`config.mk`:
```
export PLATFORM = sky130hd
export DESIGN_NAME = ucode_loader_flat
export DESIGN_NICKNAME = d
export VERILOG_FILES = /design/src/rtl/ucode_loader_if.sv /design/src/rtl/ucode_loader.sv /design/src/flat_wrapper.sv
export SDC_FILE = /design/constraint.sdc
export NUM_CORES = 1
export LEC_CHECK = 0
export ABC_AREA = 1
export CAP_MARGIN = 5
export CORE_UTILIZATION = 50
export CTS_CLUSTER_SIZE = 20
export DETAILED_ROUTE_END_ITERATION = 8
export DONT_BUFFER_PORTS = 1
export GPL_TIMING_DRIVEN = 0
export PLACE_DENSITY = 0.71
export SLEW_MARGIN = 25
export SYNTH_ARGS = -nofsm -noshare
export SYNTH_HDL_FRONTEND = slang
export SYNTH_SLANG_ARGS = --single-unit
```
`constraint.sdc`:
```
create_clock -name i_clk -period 4.2 [get_ports i_clk]
set_input_delay 0.42 -clock i_clk [delete_from_list [all_inputs] [get_ports i_clk]]
set_output_delay 0.42 -clock i_clk [all_outputs]
set_load 0.02 [all_outputs]
```
`src/rtl/ucode_loader_if.sv`:
```
// Byte-in / word-out bus between the UART receiver, the boot loader and uCode program memory.
interface ucode_loader_if #(
  parameter int ADDR_SZ = 8
);
  logic [7:0]         i_rx_data;
  logic               i_rx_valid;
  logic               o_wr;
  logic [ADDR_SZ-1:0] o_waddr;
  logic [15:0]        o_wdata;
  logic               o_run;
  logic               o_busy;
  logic               o_error;

  modport slave (
    input  i_rx_data, i_rx_valid,
    output o_wr, o_waddr, o_wdata, o_run, o_busy, o_error
  );

  modport master (
    output i_rx_data, i_rx_valid,
    input  o_wr, o_waddr, o_wdata, o_run, o_busy, o_error
  );
endinterface

```
`src/rtl/ucode_loader.sv`:
```
// Framed byte-stream boot loader: SYNC, ADDR, COUNT, data words, optional CSUM, then releases the CPU.
// Define LOADER_CHECKSUM_EN to require the trailing checksum byte.
module ucode_loader #(
  parameter int ADDR_SZ = 8,
  parameter int TIMEOUT = 1000000
) (
  input  logic          i_clk,
  input  logic          i_rst,
  ucode_loader_if.slave bus
);
  localparam logic [7:0] SYNC = 8'h55;
  localparam int         TW   = $clog2(TIMEOUT + 1);

  typedef enum logic [2:0] {
    S_IDLE, S_ADDR, S_COUNT, S_DATA_HI, S_DATA_LO, S_CSUM
  } state_t;

  function automatic logic [8:0] words_of(input logic [7:0] c);
    return (c == 8'd0) ? 9'd256 : {1'b0, c};
  endfunction

  state_t             state_q;
  logic               wr_q, run_q, busy_q, err_q;
  logic [ADDR_SZ-1:0] waddr_q, ptr_q;
  logic [15:0]        wdata_q;
  logic [7:0]         hi_q, sum_q;
  logic [8:0]         remain_q;
  logic [TW-1:0]      tmo_q;

  logic [7:0]         sum_d;
  logic               expire_d;

  always_comb begin
    sum_d    = sum_q + bus.i_rx_data;
    expire_d = (state_q != S_IDLE) && !bus.i_rx_valid && (tmo_q == TW'(TIMEOUT - 1));
  end

  always_ff @(posedge i_clk) begin
    if (i_rst) begin
      state_q  <= S_IDLE;
      wr_q     <= 1'b0;
      waddr_q  <= '0;
      wdata_q  <= '0;
      run_q    <= 1'b0;
      busy_q   <= 1'b0;
      err_q    <= 1'b0;
      ptr_q    <= '0;
      hi_q     <= '0;
      sum_q    <= '0;
      remain_q <= '0;
      tmo_q    <= '0;
    end else begin
      wr_q <= 1'b0;
      // Idle-gap counter only runs inside a frame; any accepted byte restarts it.
      if (state_q == S_IDLE || bus.i_rx_valid) tmo_q <= '0;
      else                                     tmo_q <= tmo_q + TW'(1);

      if (expire_d) begin
        err_q   <= 1'b1;
        busy_q  <= 1'b0;
        state_q <= S_IDLE;
      end else if (bus.i_rx_valid) begin
        case (state_q)
          S_IDLE: begin
            if (bus.i_rx_data == SYNC) begin
              run_q   <= 1'b0;
              err_q   <= 1'b0;
              busy_q  <= 1'b1;
              sum_q   <= '0;
              state_q <= S_ADDR;
            end
          end
          S_ADDR: begin
            ptr_q   <= ADDR_SZ'(bus.i_rx_data);
            sum_q   <= sum_d;
            state_q <= S_COUNT;
          end
          S_COUNT: begin
            remain_q <= words_of(bus.i_rx_data);
            sum_q    <= sum_d;
            state_q  <= S_DATA_HI;
          end
          S_DATA_HI: begin
            hi_q    <= bus.i_rx_data;
            sum_q   <= sum_d;
            state_q <= S_DATA_LO;
          end
          S_DATA_LO: begin
            wr_q     <= 1'b1;
            waddr_q  <= ptr_q;
            wdata_q  <= {hi_q, bus.i_rx_data};
            ptr_q    <= ptr_q + ADDR_SZ'(1);
            remain_q <= remain_q - 9'd1;
            sum_q    <= sum_d;
            if (remain_q == 9'd1) begin
`ifdef LOADER_CHECKSUM_EN
              state_q <= S_CSUM;
`else
              run_q   <= 1'b1;
              busy_q  <= 1'b0;
              state_q <= S_IDLE;
`endif
            end else begin
              state_q <= S_DATA_HI;
            end
          end
          S_CSUM: begin
            // Memory is already written; a bad sum only keeps the CPU held.
            if (sum_d == 8'd0) run_q <= 1'b1;
            else               err_q <= 1'b1;
            busy_q  <= 1'b0;
            state_q <= S_IDLE;
          end
          default: state_q <= S_IDLE;
        endcase
      end
    end
  end

  assign bus.o_wr    = wr_q;
  assign bus.o_waddr = waddr_q;
  assign bus.o_wdata = wdata_q;
  assign bus.o_run   = run_q;
  assign bus.o_busy  = busy_q;
  assign bus.o_error = err_q;
endmodule
```
`src/flat_wrapper.sv`:
```
// flat-port wrapper written by rule: the top's interface ports become plain ports
module ucode_loader_flat 
#(
  parameter int ADDR_SZ = 8,
  parameter int TIMEOUT = 1000000
)
  (i_clk, i_rst, bus_i_rx_data, bus_i_rx_valid, bus_o_wr, bus_o_waddr, bus_o_wdata, bus_o_run, bus_o_busy, bus_o_error);
  ucode_loader_if #(.ADDR_SZ(ADDR_SZ)) bus_i ();
  input  logic i_clk;
  input  logic i_rst;
  input wire logic [$bits(bus_i.i_rx_data)-1:0] bus_i_rx_data;
  input wire logic [$bits(bus_i.i_rx_valid)-1:0] bus_i_rx_valid;
  output wire logic [$bits(bus_i.o_wr)-1:0] bus_o_wr;
  output wire logic [$bits(bus_i.o_waddr)-1:0] bus_o_waddr;
  output wire logic [$bits(bus_i.o_wdata)-1:0] bus_o_wdata;
  output wire logic [$bits(bus_i.o_run)-1:0] bus_o_run;
  output wire logic [$bits(bus_i.o_busy)-1:0] bus_o_busy;
  output wire logic [$bits(bus_i.o_error)-1:0] bus_o_error;
  assign bus_i.i_rx_data = bus_i_rx_data;
  assign bus_i.i_rx_valid = bus_i_rx_valid;
  assign bus_o_wr = bus_i.o_wr;
  assign bus_o_waddr = bus_i.o_waddr;
  assign bus_o_wdata = bus_i.o_wdata;
  assign bus_o_run = bus_i.o_run;
  assign bus_o_busy = bus_i.o_busy;
  assign bus_o_error = bus_i.o_error;
  ucode_loader #(.ADDR_SZ(ADDR_SZ), .TIMEOUT(TIMEOUT)) u_core (.i_clk(i_clk), .i_rst(i_rst), .bus(bus_i));
endmodule
```
==> reports/metrics.yaml, run 1 <==
worst_setup_path:
  r2r_start: "u_core.sum_q[0]"
  r2r_cells: 9
  cp.arrival_ns: 2.24
  reg2reg_to: "u_core.bus.o_error"
  path_class: "reg -> reg"
  critPathMaxFanout: 2
  critPathLaunchType: "flop"
  endpoint_kind: "flop"
  r2r_slack_ns: 2.18
  required_ns: 4.42
global_route:
  grt_max_degree: 18
  gr-usage-met3_pct: 6.02
  met1_usage_pct: 30.6
  grt.busiest_layer: "met2"
  grt_pass1_vias: 3610
  grt_usage_pct: 24.0
  grt_pass1_wl_um: 16500
  met2_usage_pct: 38.8
  antenna_found_initial: 0
  gr-total-overflow: 0
sta:
  clock_skew_ns: 0.0128
  fin_ws_ns: 2.18
  fmax_ghz: 0.496
  period_minus_slack_ns: 2.02
  max_slew_margin_pct: 50.9
  tightest_slew_ns: 0.736
  hold_viol: 0
  slew_violations: 0
  period_share_pct: 48.0
  setup_tns_ns: 0
  hold_ws_ns: 0.126
  setup_violations: 0
  grt_setup_unrepaired: "no"
logic_synthesis:
  synth-edff-count: 0
  ys_top_cells_by_area: "dfxtp_1, nor2_1, nand2_1, o21ai_0, inv_1"
  synth_nets: 602
  synthArstFlopShare_pct: 0
  ys_seq_area_share_pct: 40.4
  ys_ff_latch: 84
  synthCells: 579
  avgSynthCellArea_um2: 7.19
  yosys_warnings: 0
  synth_top_area_share_pct: 40.4
  synth_cell_types: 41
  syn_area_um2: 4160
  yosysTopAreaCell: "dfxtp_1"
  synth_ff_type: "dfxtp_1"
pwr:
  pwr-share-comb_pct: 2.8
  p_int_uw: 1040
  switching_share_pct: 26.1
  clockPowerShare_pct: 40.5
  ir_worst_vdd_uv: 231
  leakage_uw: 0.00192
  power.density_nw_per_um2: 313
  p_sw_uw: 367
  p_seq_share_pct: 56.7
cells_and_area:
  fin_cells: 697
  drive_gt1_share_pct: 11.3
  nets: 613
  fillCellCount: 747
  fin_area_um2: 4480
  multi_input_area_um2: 2150
  register_area_um2: 1680
  diodes: 0
  syn_to_final_growth_pct: 7.70
  final_cell_mix: "nor2_1, nand2_1, dfxtp_1"
  final_common_cell: "nor2_1"
floorplan:
  fp.dieArea_um2: 8690
  ioPinCount: 39
  die_h_um: 93.2
  coreArea_um2: 7890
  fp.dieW_um: 93.2
  core.rowCount: 32
  start_util_pct: 52.8
clock_network:
  clkTransAtPathRegs_ns: 0.10
  cts_tree: "built"
  cts.sinks: 84
  cts_buffer_depth: 2
  cts_hold_buf: 0
  cts_repair_resize_count: 0
  cts_setup_buffers: 0
  root_buffer: "clkbuf_8"
  cts_buffers: 9
  htreeDepth: 3
  insertion_delay_ns: 0.37
worst_hold_path:
  min_path_cells: 1
  min_from: "i_rst"
  hold_path_class: "in -> reg"
  hold_end: "u_core.ptr_q[2]"
run_status:
  outcome: "completed"
place:
  port_buffers: 0
  dp_cells: 681
  place_ws_ns: 2.08
  gp_congestion: 0.867
  dpl.hpwl_um: 6950
  placed_cell_area_um2: 4290
job:
  cap_violations: 0
route:
  wl_per_cell_um: 13.8
  via_count: 3747
  routed_wl_um: 9650
  routed_via_density: 5.38
  ant_nets: 0
  drt_pre_antenna_iters: 5
  post-route-drc-count: 0
  drtIter0Drc: 195
metrics by stage:
step	total power (uW)	util [%]
global placement	853	54.4
CTS	1410	56.8
finish	1400	56.8
global route	1450	56.8
detailed placement	854	54.4
floorplan	844	-
sequential cells by signal, indices dropped and copies added, names as in the netlist:
register            count
u_core.tmo_q           20
u_core.bus.o_wdata     16
u_core.remain_q         9
u_core.bus.o_waddr      8
u_core.hi_q             8
u_core.ptr_q            8
u_core.sum_q            8
u_core.state_q          3
u_core.bus.o_busy       1
u_core.bus.o_error      1
u_core.bus.o_run        1
u_core.bus.o_wr         1
worst max path at each step:
stage	start	endpoint	slack, ns	cells after the start
3_5_place_dp	bus_i_rx_data[0]	u_core.bus.o_error	2.08	9
3_3_place_gp	bus_i_rx_data[0]	u_core.bus.o_run	2.13	10
5_1_grt	u_core.sum_q[0]	u_core.bus.o_error	2.12	9
6_report	u_core.sum_q[0]	u_core.bus.o_error	2.18	9
2_1_floorplan	bus_i_rx_data[0]	u_core.bus.o_run	2.29	10
4_1_cts	u_core.sum_q[0]	u_core.bus.o_error	2.20	9
worst max-delay path: stages (launching register included):
cell and delay (ns):
dfxtp_1 0.32, ha_1 0.21, fa_1 0.46, or2_2 0.31
nor2_1 0.11, nand3_1 0.10, nor2_1 0.10, nand2_1 0.09
nand3_1 0.11, a21oi_2 0.06
power groups by stage:
stage                     clock network, uW  registers, uW  logic (uW)
after floorplan                           0            815        28.6
after global placement                    0            815        37.4
after detailed placement                  0            815        38.3
after CTS                               577            797        38.4
after global routing                    608            797        43.5
final                                   568            797        39.4
layout make-up:
class	instances	area share (%)
inverters	62	5.28
plain buffers	17	2.01
clock inverters	7	1.54
clock buffers	9	2.76
well taps	102	2.85
flip-flops and latches	84	37.5
multi-input cells	416	48.0
Yosys cell counts, types with 8 or more instances:
library cell,n
nand3_1,26
inv_1,51
ha_1,11
nor3_1,10
inv_2,9
xor2_1,8
a31oi_1,11
o21ai_0,53
nand2_1,100
nand4_1,9
nor2_1,108
buf_2,9
a21oi_1,33
dfxtp_1,84
per-layer routing:
layer,up-vias,wire [um],part of all wire (%)
met5,-,0,0
met1,1724,4480,46
li1,1918,-,-
met3,14,533,5.5
met4,0,215,2.2
met2,91,4430,46
cell families (layout without fill, tap and decap cells):
| family | count (synthesis) | after routing | share of synthesized area, % |
|---|---|---|---|
| and+or+nand+nor | 276 | 276 | 29.8 |
| AOI/OAI and AO/OA | 116 | 116 | 15.7 |
| DFF | 84 | 84 | 40.4 |
| buffers and inverters | 79 | 95 | 7.85 |
| adders and majority gates | 12 | 12 | 3.79 |
| xor gates and xnor gates | 12 | 12 | 2.53 |
Note: power is estimated with default switching activity, not from simulation.
==> inputs of run 2 (changes only) <==
- PLACE_DENSITY: 0.71 -> 0.74
- clock period: 4.2 -> 1.64 ns (I/O delays scaled with it)
==> reports/metrics.yaml, run 2 (synthesis gave the netlist of run 1 again) <==
sta:
  fin_ws_ns: -0.255
  max_slew_margin_pct: 56.0
  period_share_pct: 116
  fmax_ghz: 0.528
  setup_tns_ns: -0.445
  hold_viol: 0
  slew_violations: 0
  clock_skew_ns: 0.0106
  tightest_slew_ns: 0.659
  grt_setup_unrepaired: "yes"
  period_minus_slack_ns: 1.89
  setup_violations: 2
global_route:
  grt_max_degree: 18
  antenna_found_initial: 0
  grt_usage_pct: 24.4
  gr-total-overflow: 0
  grt_pass1_vias: 3608
  grt_pass1_wl_um: 16700
floorplan:
  fp.dieArea_um2: 8690
  die_h_um: 93.2
  core.rowCount: 32
  start_util_pct: 52.8
  coreArea_um2: 7890
  ioPinCount: 39
  fp.dieW_um: 93.2
run_status:
  outcome: "finished with violations"
  violations: "negative setup slack"
place:
  dpl.hpwl_um: 6900
  gp_congestion: 0.884
  port_buffers: 0
  placed_cell_area_um2: 4310
pwr:
  ir_worst_vdd_uv: 471
  p_total_uw: 3770
  leakage_uw: 0.00201
  power.density_nw_per_um2: 797
cells_and_area:
  register_area_um2: 1690
  multi_input_area_um2: 2210
  final_common_cell: "nor2_1"
  drive_gt1_share_pct: 14.5
  nets: 630
  diodes: 0
  regMostFlops: "u_core.tmo_q"
  final_cell_mix: "nor2_1, nand2_1, dfxtp_1"
  fillCellCount: 716
  largest_reg_flops: 20
  fin_area_um2: 4730
  syn_to_final_growth_pct: 13.6
route:
  drtIter0Drc: 276
  routed_via_density: 5.40
  routed_wl_um: 10000
  drt_pre_antenna_iters: 5
  via_count: 3854
  wl_per_cell_um: 14.0
  ant_nets: 0
  post-route-drc-count: 0
worst_setup_path:
  critPathMaxFanout: 2
  critical-path-top-delay-family: "simple AND/OR/NAND/NOR gates"
  endpoint_kind: "flop"
  critPathLaunchType: "flop"
  cp_slowest_cell: "fa_2"
  slowest_delay_ns: 0.44
  r2r_slack_ns: -0.25
  crit_buf_inv: 0
  required_ns: 1.93
  path_class: "reg -> reg"
  critical_path.cell_chain: "ha_4 -> fa_2 -> or2_4 -> nor2_4 -> nand3_2 -> nor2_4 -> nand2_2 -> nand2_1 -> nand2_1 -> a21oi_1"
  cp.arrival_ns: 2.18
job:
  cap_violations: 0
clock_network:
  cts_tree: "built"
  htreeDepth: 3
  insertion_delay_ns: 0.36
  clkTransAtPathRegs_ns: 0.09
  root_buffer: "clkbuf_8"
  cts.sinks: 84
  cts_buffers: 9
  cts_buffer_depth: 2
worst_hold_path:
  hold_path_class: "in -> reg"
run 2: what timing repair did:
action | in CTS | in global routing
resized for setup | 2 | 15
setup buffers | 0 | 7
hold endpoints to repair | 18 | 0
setup endpoints to repair | 4 | 24
hold buffers | 10 | 0
pin swaps | 3 | 7
run 2: path summary, 6_finish.rpt:
kind                          from               end  cells after the start
setup / recovery   u_core.sum_q[0]  u_core.bus.o_run                     10
hold / removal    bus_i_rx_data[1]   u_core.ptr_q[1]                      2
setup reg to reg   u_core.sum_q[0]  u_core.bus.o_run                     10
hold reg to reg    u_core.sum_q[6]   u_core.sum_q[6]                      2
run 2: stage by stage:
stage | hold WS, ns | worst slack (ns) | util [%] | std cells
5_1_grt | 0.00454 | -0.302 | 59.9 | 714
6_report | 0.0208 | -0.255 | 59.9 | 714
3_3_place_gp | 0.243 | -0.261 | 54.6 | 681
4_1_cts | 0.00336 | -0.265 | 58.7 | 707
2_1_floorplan | 0.242 | -0.0960 | - | 579
3_5_place_dp | 0.254 | -0.324 | 54.6 | 681
run 2: power breakdown:
group	leakage [uW]	switching, uW	internal, uW
clock network	0.000107	848	746
logic	0.00123	84.5	48.2
registers	0.000679	1.62	2040
total	0.00201	934	2830
run 2: area by class of cell:
type	instances	area share, %
inverters	62	5.00
plain buffers	17	1.91
clock inverters	7	1.99
multi-input cells	416	46.8
repair buffers	17	3.23
flip-flops and latches	84	35.7
clock buffers	9	2.62
well taps	102	2.70
run 2: routing by layer:
layer	part of all wire, %	GRT usage (%)
met4	2.2	10.3
met3	6.8	5.37
met2	48	39.9
met1	43	30.9
met5	0	0
==> inputs of run 3 (changes only) <==
- SKIP_CTS_REPAIR_TIMING: not set -> 1
==> reports/metrics.yaml, run 3 (synthesis gave the netlist of run 1 again) <==
sta:
  tightest_slew_ns: 0.678
  fmax_ghz: 0.530
  max_slew_margin_pct: 54.8
  clock_skew_ns: 0.0128
  setup_violations: 2
  period_share_pct: 115
  period_minus_slack_ns: 1.89
  grt_setup_unrepaired: "yes"
  hold_viol: 0
  slew_violations: 0
  hold_ws_ns: 0.00844
  fin_ws_ns: -0.245
job:
  cap_violations: 0
worst_hold_path:
  min_path_cells: 2
  hold_end: "u_core.remain_q[0]"
  hold_path_class: "in -> reg"
  min_from: "bus_i_rx_valid"
worst_setup_path:
  path_class: "reg -> reg"
  r2r_start: "u_core.sum_q[0]"
  cp_slowest_cell: "fa_2"
  r2r_slack_ns: -0.25
  endpoint_kind: "flop"
  cp.arrival_ns: 2.17
  critPathLaunchType: "flop"
  r2r_cells: 10
  required_ns: 1.93
  critical_path.cell_chain: "ha_4 -> fa_2 -> or2_4 -> nor2_4 -> nand3_2 -> nor2_4 -> nand2_2 -> nand2_1 -> nand2_1 -> a21oi_1"
  reg2reg_to: "u_core.bus.o_run"
  critPathMaxFanout: 2
  slowest_delay_ns: 0.44
route:
  ant_nets: 0
  post-route-drc-count: 0
  met3_wirelength_um: 637
  routed_via_density: 5.42
  drtIter0Drc: 180
  met2WireLength_um: 4810
  via_count: 3851
  wl_per_cell_um: 14.1
  dr.max_layer_used: "met4"
  drt_pre_antenna_iters: 7
  routed_wl_um: 10000
  drt-met1-wl_um: 4420
run_status:
  outcome: "finished with violations"
  violations: "negative setup slack"
clock_network:
  cts.sinks: 84
  insertion_delay_ns: 0.36
  clkTransAtPathRegs_ns: 0.09
  cts_tree: "built"
  htreeDepth: 3
  cts_buffer_depth: 2
  cts_buffers: 9
  root_buffer: "clkbuf_8"
global_route:
  grt_pass1_vias: 3514
  grt_max_degree: 18
  grt_pass1_wl_um: 16200
  gr-total-overflow: 0
  antenna_found_initial: 0
  grt_usage_pct: 23.6
cells_and_area:
  nets: 627
  fillCellCount: 715
  regMostFlops: "u_core.tmo_q"
  final_common_cell: "nor2_1"
  diodes: 0
  syn_to_final_growth_pct: 13.2
  final_cell_mix: "nor2_1, nand2_1, dfxtp_1"
  drive_gt1_share_pct: 14.8
  largest_reg_flops: 20
place:
  gp_congestion: 0.884
  port_buffers: 0
  place_ws_ns: -0.324
  dpl.hpwl_um: 6900
pwr:
  power.density_nw_per_um2: 799
  p_seq_share_pct: 54.1
  pwr-share-comb_pct: 3.5
  switching_share_pct: 24.9
  clockPowerShare_pct: 42.4
  p_sw_uw: 937
  leakage_uw: 0.00200
  ir_worst_vdd_uv: 471
  p_int_uw: 2830
floorplan:
  fp.dieArea_um2: 8690
  fp.dieW_um: 93.2
  die_h_um: 93.2
  start_util_pct: 52.8
  coreArea_um2: 7890
  ioPinCount: 39
  core.rowCount: 32
-- run 3: worst max-delay path, delay by kind of cell, from the launching register on --
family          cells  cell delay, ns
fa+ha+maj           2            0.58
flops               1            0.36
simple gates        7            0.76
compound gates      1            0.13
-- run 3: power by group through the flow --
stage	combinational (uW)	clock (uW)	sequential [uW]
3_3_place_gp	97.7	0	2090
6_report	131	1600	2040
4_1_cts	101	1620	2040
2_1_floorplan	74.9	0	2090
5_1_grt	144	1710	2040
3_5_place_dp	100	0	2090
-- run 3: final cells by class --
| class | instances | area, um2 | share of cell area [%] |
|---|---|---|---|
| multi-input combinational | 416 | 2220 | 47.2 |
| clock buffer | 9 | 124 | 2.63 |
| sequential | 84 | 1690 | 35.8 |
| clock inverter | 7 | 93.8 | 1.99 |
| timing repair buffer | 14 | 128 | 2.71 |
| buffer | 17 | 90.1 | 1.91 |
| tap | 102 | 128 | 2.71 |
| inverter | 62 | 236 | 5.02 |
-- run 3: stage by stage --
stage / TNS [ns] / area (um2) / power [uW] / cells / util [%]
finish: -0.424 / 4710 / 3770 / 711 / 59.7
global route: -0.585 / 4710 / 3900 / 711 / 59.7
CTS: -0.765 / 4520 / 3760 / 697 / 57.3
detailed placement: -0.660 / 4310 / 2190 / 681 / 54.6
global placement: -0.503 / 4310 / 2190 / 681 / 54.6
floorplan: -0.172 / 4180 / 2160 / 579 / -
-- run 3: worst max path at each step --
stage	from	to	slack, ns	cells after the start
finish	u_core.sum_q[0]	u_core.bus.o_run	-0.25	10
global route	u_core.sum_q[0]	u_core.bus.o_run	-0.29	10
CTS	u_core.sum_q[0]	u_core.bus.o_run	-0.35	10
detailed placement	u_core.sum_q[0]	u_core.bus.o_run	-0.32	10
global placement	u_core.sum_q[0]	u_core.bus.o_run	-0.26	10
floorplan	u_core.sum_q[0]	u_core.bus.o_run	-0.1	10
-- run 3: metal layers --
| layer | GRT usage [%] | up-vias |
|---|---|---|
| met5 | 0 | - |
| met4 | 8.72 | 0 |
| met3 | 5.53 | 19 |
| met2 | 38.0 | 132 |
| met1 | 30.7 | 1763 |
| li1 | - | 1937 |
